[config.mk]
export PLATFORM = sky130hd
export DESIGN_NAME = csc_stream
export DESIGN_NICKNAME = d
export VERILOG_FILES = /design/src/rtl/csc_stream.sv
export SDC_FILE = /design/constraint.sdc
export NUM_CORES = 2
export LEC_CHECK = 0
export BUFFER_PORTS_ARGS = -buffer_cell sky130_fd_sc_hd__buf_2
export CAP_MARGIN = 0
export CORE_MARGIN = 2
export CORE_UTILIZATION = 46
export DETAILED_ROUTE_END_ITERATION = 8
export GPL_TIMING_DRIVEN = 0
export HOLD_SLACK_MARGIN = 0.1
export PLACE_DENSITY_LB_ADDON = 0.15
export SLEW_MARGIN = 20
export SYNTH_ARGS = -nofsm -noshare
export SYNTH_HDL_FRONTEND = slang
export SYNTH_SLANG_ARGS = --single-unit
export TNS_END_PERCENT = 30
[constraint.sdc]
create_clock -name clk -period 10.25 [get_ports clk]
set_clock_uncertainty 0.1 [all_clocks]
set_input_delay 1.5375 -clock clk [delete_from_list [all_inputs] [get_ports clk]]
set_output_delay 1.5375 -clock clk [all_outputs]
set_load 0.05 [all_outputs]
[src/rtl/csc_stream.sv]
// csc_stream: 3-stage pipelined RGB->YCbCr converter (BT.601 / BT.709 / bypass) with valid/ready.
// Optional per-frame clip/pixel statistics are built when the CSC_STATS_EN macro is defined.
module csc_stream #(
  parameter int DATA_W    = 10,
  parameter int COEF_FRAC = 12,
  parameter int CNT_W     = 24
) (
  input  logic                  clk,
  input  logic                  rst,
  input  logic [1:0]            mode,
  input  logic [3*DATA_W-1:0]   in_data,
  input  logic                  in_sof,
  input  logic                  in_valid,
  output logic                  in_ready,
  output logic [3*DATA_W-1:0]   out_data,
  output logic                  out_sof,
  output logic                  out_valid,
  input  logic                  out_ready
`ifdef CSC_STATS_EN
  ,
  output logic [CNT_W-1:0]      clip_cnt,
  output logic [CNT_W-1:0]      pix_cnt
`endif
);

  localparam int CW = COEF_FRAC + 2;
  localparam int AW = DATA_W + COEF_FRAC + 3;
  localparam logic signed [AW-1:0] RND  = AW'(2 ** (COEF_FRAC - 1));
  localparam logic signed [AW-1:0] OFF  = AW'(2 ** (DATA_W - 1));
  localparam logic signed [AW-1:0] MAXV = AW'(2 ** DATA_W - 1);

  // Coefficients are tabulated at 12 fractional bits and rescaled (round half up) to COEF_FRAC.
  function automatic logic signed [CW-1:0] scale(input int c);
    int v;
    if (COEF_FRAC >= 12) v = c <<< (COEF_FRAC - 12);
    else v = (c + (1 <<< (11 - COEF_FRAC))) >>> (12 - COEF_FRAC);
    return CW'(v);
  endfunction

  function automatic logic signed [CW-1:0] coef(input logic sel709, input int idx);
    int c;
    case (idx)
      0:       c = sel709 ? 871   : 1225;
      1:       c = sel709 ? 2929  : 2404;
      2:       c = sel709 ? 296   : 467;
      3:       c = sel709 ? -469  : -691;
      4:       c = sel709 ? -1579 : -1357;
      5:       c = 2048;
      6:       c = 2048;
      7:       c = sel709 ? -1860 : -1715;
      8:       c = sel709 ? -188  : -333;
      default: c = 0;
    endcase
    return scale(c);
  endfunction

  logic                  w_adv;
  logic [1:0]            w_pix_mode;
  logic                  w_sel709;
  logic signed [AW-1:0]  w_prod [9];

  logic [1:0]            r_mode;
  logic                  r_s1_vld, r_s1_sof;
  logic [1:0]            r_s1_mode;
  logic [3*DATA_W-1:0]   r_s1_data;
  logic signed [AW-1:0]  r_s1_prod [9];
  logic                  r_s2_vld, r_s2_sof;
  logic [1:0]            r_s2_mode;
  logic [3*DATA_W-1:0]   r_s2_data;
  logic signed [AW-1:0]  r_s2_sum [3];
  logic                  r_out_vld, r_out_sof;
  logic [3*DATA_W-1:0]   r_out_data;

  logic signed [AW-1:0]  w_rnd [3];
  logic signed [AW-1:0]  w_sh  [3];
  logic signed [AW-1:0]  w_off [3];
  logic [2:0]            w_neg, w_hi;
  logic [3*DATA_W-1:0]   w_res;

  assign w_adv     = ~r_out_vld | out_ready;
  assign in_ready  = w_adv;
  assign out_valid = r_out_vld;
  assign out_sof   = r_out_sof;
  assign out_data  = r_out_data;

  // A SOF beat uses the incoming mode immediately; other beats use the latched frame mode.
  always_comb begin
    w_pix_mode = in_sof ? mode : r_mode;
    w_sel709   = (w_pix_mode == 2'd1);
    for (int r = 0; r < 3; r++) begin
      for (int c = 0; c < 3; c++) begin
        w_prod[r*3+c] = AW'(coef(w_sel709, r*3+c)) *
                        AW'($signed({1'b0, in_data[c*DATA_W +: DATA_W]}));
      end
    end
  end

  always_comb begin
    w_res = '0;
    w_neg = '0;
    w_hi  = '0;
    for (int r = 0; r < 3; r++) begin
      w_rnd[r] = r_s2_sum[r] + RND;
      w_sh[r]  = w_rnd[r] >>> COEF_FRAC;
      w_off[r] = (r == 0) ? w_sh[r] : w_sh[r] + OFF;
      w_neg[r] = w_off[r][AW-1];
      w_hi[r]  = !w_off[r][AW-1] && (w_off[r] > MAXV);
      if (r_s2_mode[1])
        w_res[r*DATA_W +: DATA_W] = r_s2_data[r*DATA_W +: DATA_W];
      else if (w_neg[r])
        w_res[r*DATA_W +: DATA_W] = '0;
      else if (w_hi[r])
        w_res[r*DATA_W +: DATA_W] = '1;
      else
        w_res[r*DATA_W +: DATA_W] = w_off[r][DATA_W-1:0];
    end
  end

  always_ff @(posedge clk) begin
    if (rst) begin
      r_mode     <= 2'd0;
      r_s1_vld   <= 1'b0;
      r_s1_sof   <= 1'b0;
      r_s1_mode  <= 2'd0;
      r_s1_data  <= '0;
      r_s2_vld   <= 1'b0;
      r_s2_sof   <= 1'b0;
      r_s2_mode  <= 2'd0;
      r_s2_data  <= '0;
      r_out_vld  <= 1'b0;
      r_out_sof  <= 1'b0;
      r_out_data <= '0;
      for (int i = 0; i < 9; i++) r_s1_prod[i] <= '0;
      for (int i = 0; i < 3; i++) r_s2_sum[i] <= '0;
    end else if (w_adv) begin
      if (in_valid && in_sof) r_mode <= mode;
      r_s1_vld  <= in_valid;
      r_s1_sof  <= in_valid & in_sof;
      r_s1_mode <= w_pix_mode;
      r_s1_data <= in_data;
      for (int i = 0; i < 9; i++) r_s1_prod[i] <= w_prod[i];
      r_s2_vld  <= r_s1_vld;
      r_s2_sof  <= r_s1_sof;
      r_s2_mode <= r_s1_mode;
      r_s2_data <= r_s1_data;
      for (int i = 0; i < 3; i++)
        r_s2_sum[i] <= r_s1_prod[3*i] + r_s1_prod[3*i+1] + r_s1_prod[3*i+2];
      r_out_vld <= r_s2_vld;
      r_out_sof <= r_s2_vld & r_s2_sof;
      if (r_s2_vld) r_out_data <= w_res;
    end
  end

`ifdef CSC_STATS_EN
  logic [2:0]       r_out_clip;
  logic [1:0]       w_clip_n;
  logic             w_beat;
  logic [CNT_W-1:0] r_clip_acc, r_pix_acc, r_clip_q, r_pix_q;

  function automatic logic [CNT_W-1:0] sat_add(input logic [CNT_W-1:0] a, input logic [1:0] b);
    logic [CNT_W:0] s;
    s = {1'b0, a} + (CNT_W+1)'(b);
    return s[CNT_W] ? '1 : s[CNT_W-1:0];
  endfunction

  assign w_beat   = r_out_vld & out_ready;
  assign w_clip_n = {1'b0, r_out_clip[0]} + {1'b0, r_out_clip[1]} + {1'b0, r_out_clip[2]};
  assign clip_cnt = r_clip_q;
  assign pix_cnt  = r_pix_q;

  always_ff @(posedge clk) begin
    if (rst) begin
      r_out_clip <= 3'b0;
      r_clip_acc <= '0;
      r_pix_acc  <= '0;
      r_clip_q   <= '0;
      r_pix_q    <= '0;
    end else begin
      if (w_adv)
        r_out_clip <= (r_s2_vld && !r_s2_mode[1]) ? (w_neg | w_hi) : 3'b0;
      // The SOF beat closes the previous frame and opens the new one with itself.
      if (w_beat) begin
        if (r_out_sof) begin
          r_clip_q   <= r_clip_acc;
          r_pix_q    <= r_pix_acc;
          r_clip_acc <= CNT_W'(w_clip_n);
          r_pix_acc  <= CNT_W'(1);
        end else begin
          r_clip_acc <= sat_add(r_clip_acc, w_clip_n);
          r_pix_acc  <= sat_add(r_pix_acc, 2'd1);
        end
      end
    end
  end
`endif

endmodule

Word level (Yosys, flattened, before mapping)

Memory sizes are Yosys's and may differ from the RTL's.
Cells that the tools add are included.

Logic and storage cells: 95
Memories: 2
Input bits: 37
Bits in registers: 102
Output and inout port bits: 33
RAM bits: 300

Memory list:

| memory    | words | width | read ports | clocked after Yosys merged registers in | wr ports | line | RTL |
|---|---|---|---|---|---|---|---|
| r_s1_prod | 9     | 25    | 9          | 0                                       | 9        | 66   | `logic signed [AW-1:0] r_s1_prod [9];` |
| r_s2_sum  | 3     | 25    | 3          | 0                                       | 3        | 70   | `logic signed [AW-1:0] r_s2_sum [3];` |

Equal/unequal tests: 1
$mul: 7
Reductions and logical operators: 9
Mux-type cells: 34
Add/sub/neg operators: 11
Bitwise operators: 16
Magnitude comparators: 3

Operators with widths:

| cell                                                                    | count |
|---|---|
| 25-bit two-way mux                                                      | 12 |
| 25-bit adder                                                            | 6 |
| 10-bit two-way mux                                                      | 12 |
| 25-bit by 13-bit adder with 25-bit output (second input constant)       | 3 |
| 12-bit by 11-bit multiplier with 23-bit output                          | 2 |
| 13-bit by 11-bit adder with 14-bit output (second input constant)       | 2 |
| 14-bit by 11-bit > comparator with 1-bit output (second input constant) | 2 |
| 11-bit by 11-bit multiplier with 22-bit output                          | 1 |
| 12-bit by 10-bit multiplier with 22-bit output                          | 1 |
| 10-bit by 11-bit multiplier with 21-bit output                          | 1 |
| 11-bit by 10-bit multiplier with 21-bit output                          | 1 |
| 9-bit by 10-bit multiplier with 19-bit output                           | 1 |
| 9-bit two-way mux                                                       | 2 |
| 13-bit by 11-bit > comparator with 1-bit output (second input constant) | 1 |
| 1-bit bitwise OR                                                        | 13 |
| 11-bit two-way mux                                                      | 1 |
| 8-bit two-way mux                                                       | 1 |
| 1-bit two-way mux                                                       | 5 |
| 1-bit logical AND                                                       | 4 |
| 2-bit AND reduction                                                     | 2 |
| 1-bit logical NOT                                                       | 3 |
| 1-bit AND                                                               | 2 |
| 2-bit by 1-bit equality test with 1-bit output (second input constant)  | 1 |
| 2-bit two-way mux                                                       | 1 |
| 1-bit NOT                                                               | 1 |

Logic depth before layout (Yosys ltp)

An unclocked memory read counts as a cell.

Depth after elaboration: 8
Depth in mapped cells: 25
Depth with buffers taken out: 24

Worst setup path after synthesis

Ideal clock, no wire load.

Path kind: input port to flip-flop
Start: input port mode[1]
End: memory r_s1_prod[0][20] (netlist name), data pin
Slack: 2.962 ns
Arrival: 6.922 ns
Required time: 9.884 ns
Stages: 24
Library setup time: 0.266 ns
Path buffers: 2
Cells stage by stage: nand3b_1 o21a_1 clkbuf_1 clkbuf_1 nand2_1 inv_1 fa_1 fa_1 inv_1 fa_1 inv_1 fa_1 inv_1 fa_1 inv_1 ha_1 a21o_1 a21o_1 a221o_1 nand2_1 o21ai_0 o41ai_1 xnor2_1 nor2_1

RTL lines:

| what               | line | RTL |
|---|---|---|
| start: declaration | 10   | `input logic [1:0] mode,` |
| end: declaration   | 66   |  |

==> impl_results.md <==
* Startpoint types: input pin
* Clock Tree Buf Depth at 3
* Share of layout cells above drive strength 1 at under 10%
* Worst Path Max Fanout at 10
* GP Congestion at approximately 0.94
* GRT overflow at 0
* Fin crit period at 9160 ps
* Relative slew margins at between 20% and 30%
* Clk_lat worst skew at approximately 570 ps
* WS Path Type: input pin to flip-flop
* Sequential share of the synthesized area at 23.3%
* Worst Reg2Reg Path Length in Cells at 23
* Setup Buffers After CTS at 0
* Pwr/cell area at 320 mW/mm^2
* FF+latch area at between 0.008 and 0.009 sq mm
* Setup-failing EPs final at 0
* First-pass GRT wire length at 145000 um
* Post-CTS Resized at 0
* Hold Crit Depth at 2
* Multi-input gate area at about 0.024 sq mm
* DRT Wirelength at 93300 um
* WL per Instance at just under 20 um
* PortBufs at between 60 and 70
* DRC at 0
* Total of max-cap violations at 0
* CP arrival at just over 9000 ps
* Most frequent cells in the layout: inv_1 (693), ha_1 (508), fa_1 (433)
* Hold Vio Cnt, Final at 0
* CTS root buf: clkbuf_16
* Critical path required time at between 10000 and 15000 ps
* Final Non-Filler Cells at roughly 4800
* Mapped cell area at around 0.035 sq mm
* Hold-fix buffers, CTS at 0
* Placed cell area at between 0.03 and 0.04 sq mm
* Initial antenna violation count at 8
* Fill count at 7192
* Vias/cell at roughly 5.2
* GRT Resource Usage Total at between 20% and 30%
* Ys flop type: edfxtp_1
* Final antenna-violating net count at 0
* IO Count at 70
* Hold Startpoint: r_s2_data[20]
* Post-Syn Area per Cell at approximately 10 sq um
* DP HPWL at 77700 um
* Synthesized instance count at around 3600
* Number of global-route vias before repair at 25378
* Post-layout util at around half
* Period Utilization, post-route at about nine tenths
* Yosys synthesis warning count at 0
* Placed Cells incl. Taps at between 4000 and 5000
* Leakage power at between 15 and 20 nW
* Critical path startpoint: in_sof
* Reg clk slew, reported paths at roughly 60 ps
* H-tree depth at 2
* Clk sinks at just over 300
* Number of synthesized flops with an enable pin at a little over 200
* Area grow syn2layout at 8.93%
* Setup_tns at 0 ps
* CTS Buf Count at 39
* DRT iter0 DRCs at ~1400
* Synth cell types at 80
* DIE WIDTH at ~280 um
* R2r endpoint: r_s1_prod[0][98]
* FFs w/ async S/R, synth at 0%
* Crit end category: flip-flop
* Design area at 0.0383 sq mm
* Largest net degree at the start of global routing at ~110
* Max IR drop VDD at about 0.28 mV
* Final #Nets at 4723
* Worst reg2reg path startpoint: r_mode[1]
* Core Region at about 0.076 sq mm
* Worst R2R Setup Slack at between 1500 and 2000 ps
* WHS Endpoint: r_s2_data[20]
* Clock tree from TritonCTS: done
* RSZ-0062 raised after global routing: false
* Site Rows at slightly above 100
* Peak Freq at 109 MHz
* Die ar. at about 0.079 sq mm
* DR vias at around 25000
* Status: complete, no violations
* Pwr Total at around 12 mW
* Commonest non-fill, non-tap cell in the layout: inv_1
* Max-slew violation count at 0
* Die Span Y at between 200 and 300 um
* Register bit total from synthesis at around 300
* Drt first pass iters at 5
* Worst-Margin Slew at 1120 ps
* HP Class: flip-flop to flip-flop
* Initial Util at a little under half
worst max-delay path by stage:
stage / to / slack, ps / cells past startpoint
floorplan: r_s1_prod[0][20] / 2960 / 24
CTS: r_s1_prod[0][98] / 1160 / 24
detailed placement: r_s1_prod[0][98] / 570 / 24
finish: r_s1_prod[0][98] / 1090 / 24
global route: r_s1_prod[0][98] / 840 / 24
global placement: r_s1_prod[1][16] / -700 / 20
synthesized netlist by cell type, drive strengths merged, types with 71 or more instances:
| cell | count | area, sq um |
|---|---|---|
| nor2 | 253 | 950 |
| xor2 | 71 | 622 |
| a21oi | 186 | 935 |
| o21ai | 88 | 440 |
| edfxtp | 206 | 6190 |
| dfxtp | 100 | 2000 |
| fa | 433 | 8670 |
| nand2 | 245 | 920 |
| clkbuf | 86 | 323 |
| inv | 695 | 2610 |
| a21o | 75 | 563 |
| xnor2 | 101 | 892 |
| ha | 508 | 6360 |
per-layer routing:
metal | global-route usage (%) | share of wire, % | up-vias
li1 | - | - | 12092
met1 | 32.5 | 44 | 12127
met2 | 41.6 | 48 | 475
met3 | 2.96 | 4.5 | 128
met4 | 7.91 | 3.5 | 4
met5 | 0 | 0.028 | -
flip-flops by register name, indices dropped and copies added, names as in the netlist:
| register | flops |
|---|---|
| r_s2_data | 30 |
| r_s2_vld | 1 |
| out_sof | 1 |
| r_s2_mode | 1 |
| r_s2_sum | 40 |
| r_s1_prod | 166 |
| r_s1_vld | 1 |
| out_data | 30 |
| out_valid | 1 |
| r_s2_sof | 1 |
| r_s1_mode | 1 |
| r_s1_sof | 1 |
| r_s1_data | 30 |
| r_mode | 2 |
cell type report:
cell class                 count  area share [%]
antenna                        1         0.00653
buffer                        98            1.01
clock buffer                  53            2.88
clock inverter                17           0.640
inverter                     697            6.85
multi-input combinational   2533            63.1
sequential                   306            21.4
tap                          978            3.19
timing repair buffer          70           0.990
cell families after synthesis:
kind of cell	count (synthesis)	synth area share [%]
fa+ha+maj	942	42.7
simple gates	822	10.9
buf+inv	795	8.51
compound gates	542	9.93
flops	306	23.3
xor+xnor	172	4.30
mux	9	0.267
other cells	2	0.0214
worst max-delay path, stage by stage:
cell	delay (ps)
buf_2	130
nand3b_1	120
o21a_1	500
clkbuf_1	860
clkbuf_1	890
nand2_1	260
inv_1	200
ha_1	170
inv_1	50
fa_1	470
inv_1	60
fa_1	500
fa_1	500
inv_1	50
fa_1	470
inv_1	40
ha_1	310
and3_1	220
a21boi_0	130
o31ai_1	130
a211oi_1	240
o311a_1	410
or3b_1	350
a21oi_1	680
where the power goes:
part / internal [mW] / switching (mW) / total, mW
clock network: 0.889 / 0.556 / 1.45
logic: 3.54 / 5.16 / 8.70
registers: 1.86 / 0.251 / 2.11
total: 6.29 / 5.97 / 12.3
through the flow:
stage | setup WS, ps | hold WS, ps
detailed placement | 568 | 342
finish | 1090 | 352
CTS | 1160 | 352
floorplan | 2960 | 323
global placement | -701 | 336
global route | 836 | 369
Note: power is estimated with default switching activity, not from simulation.
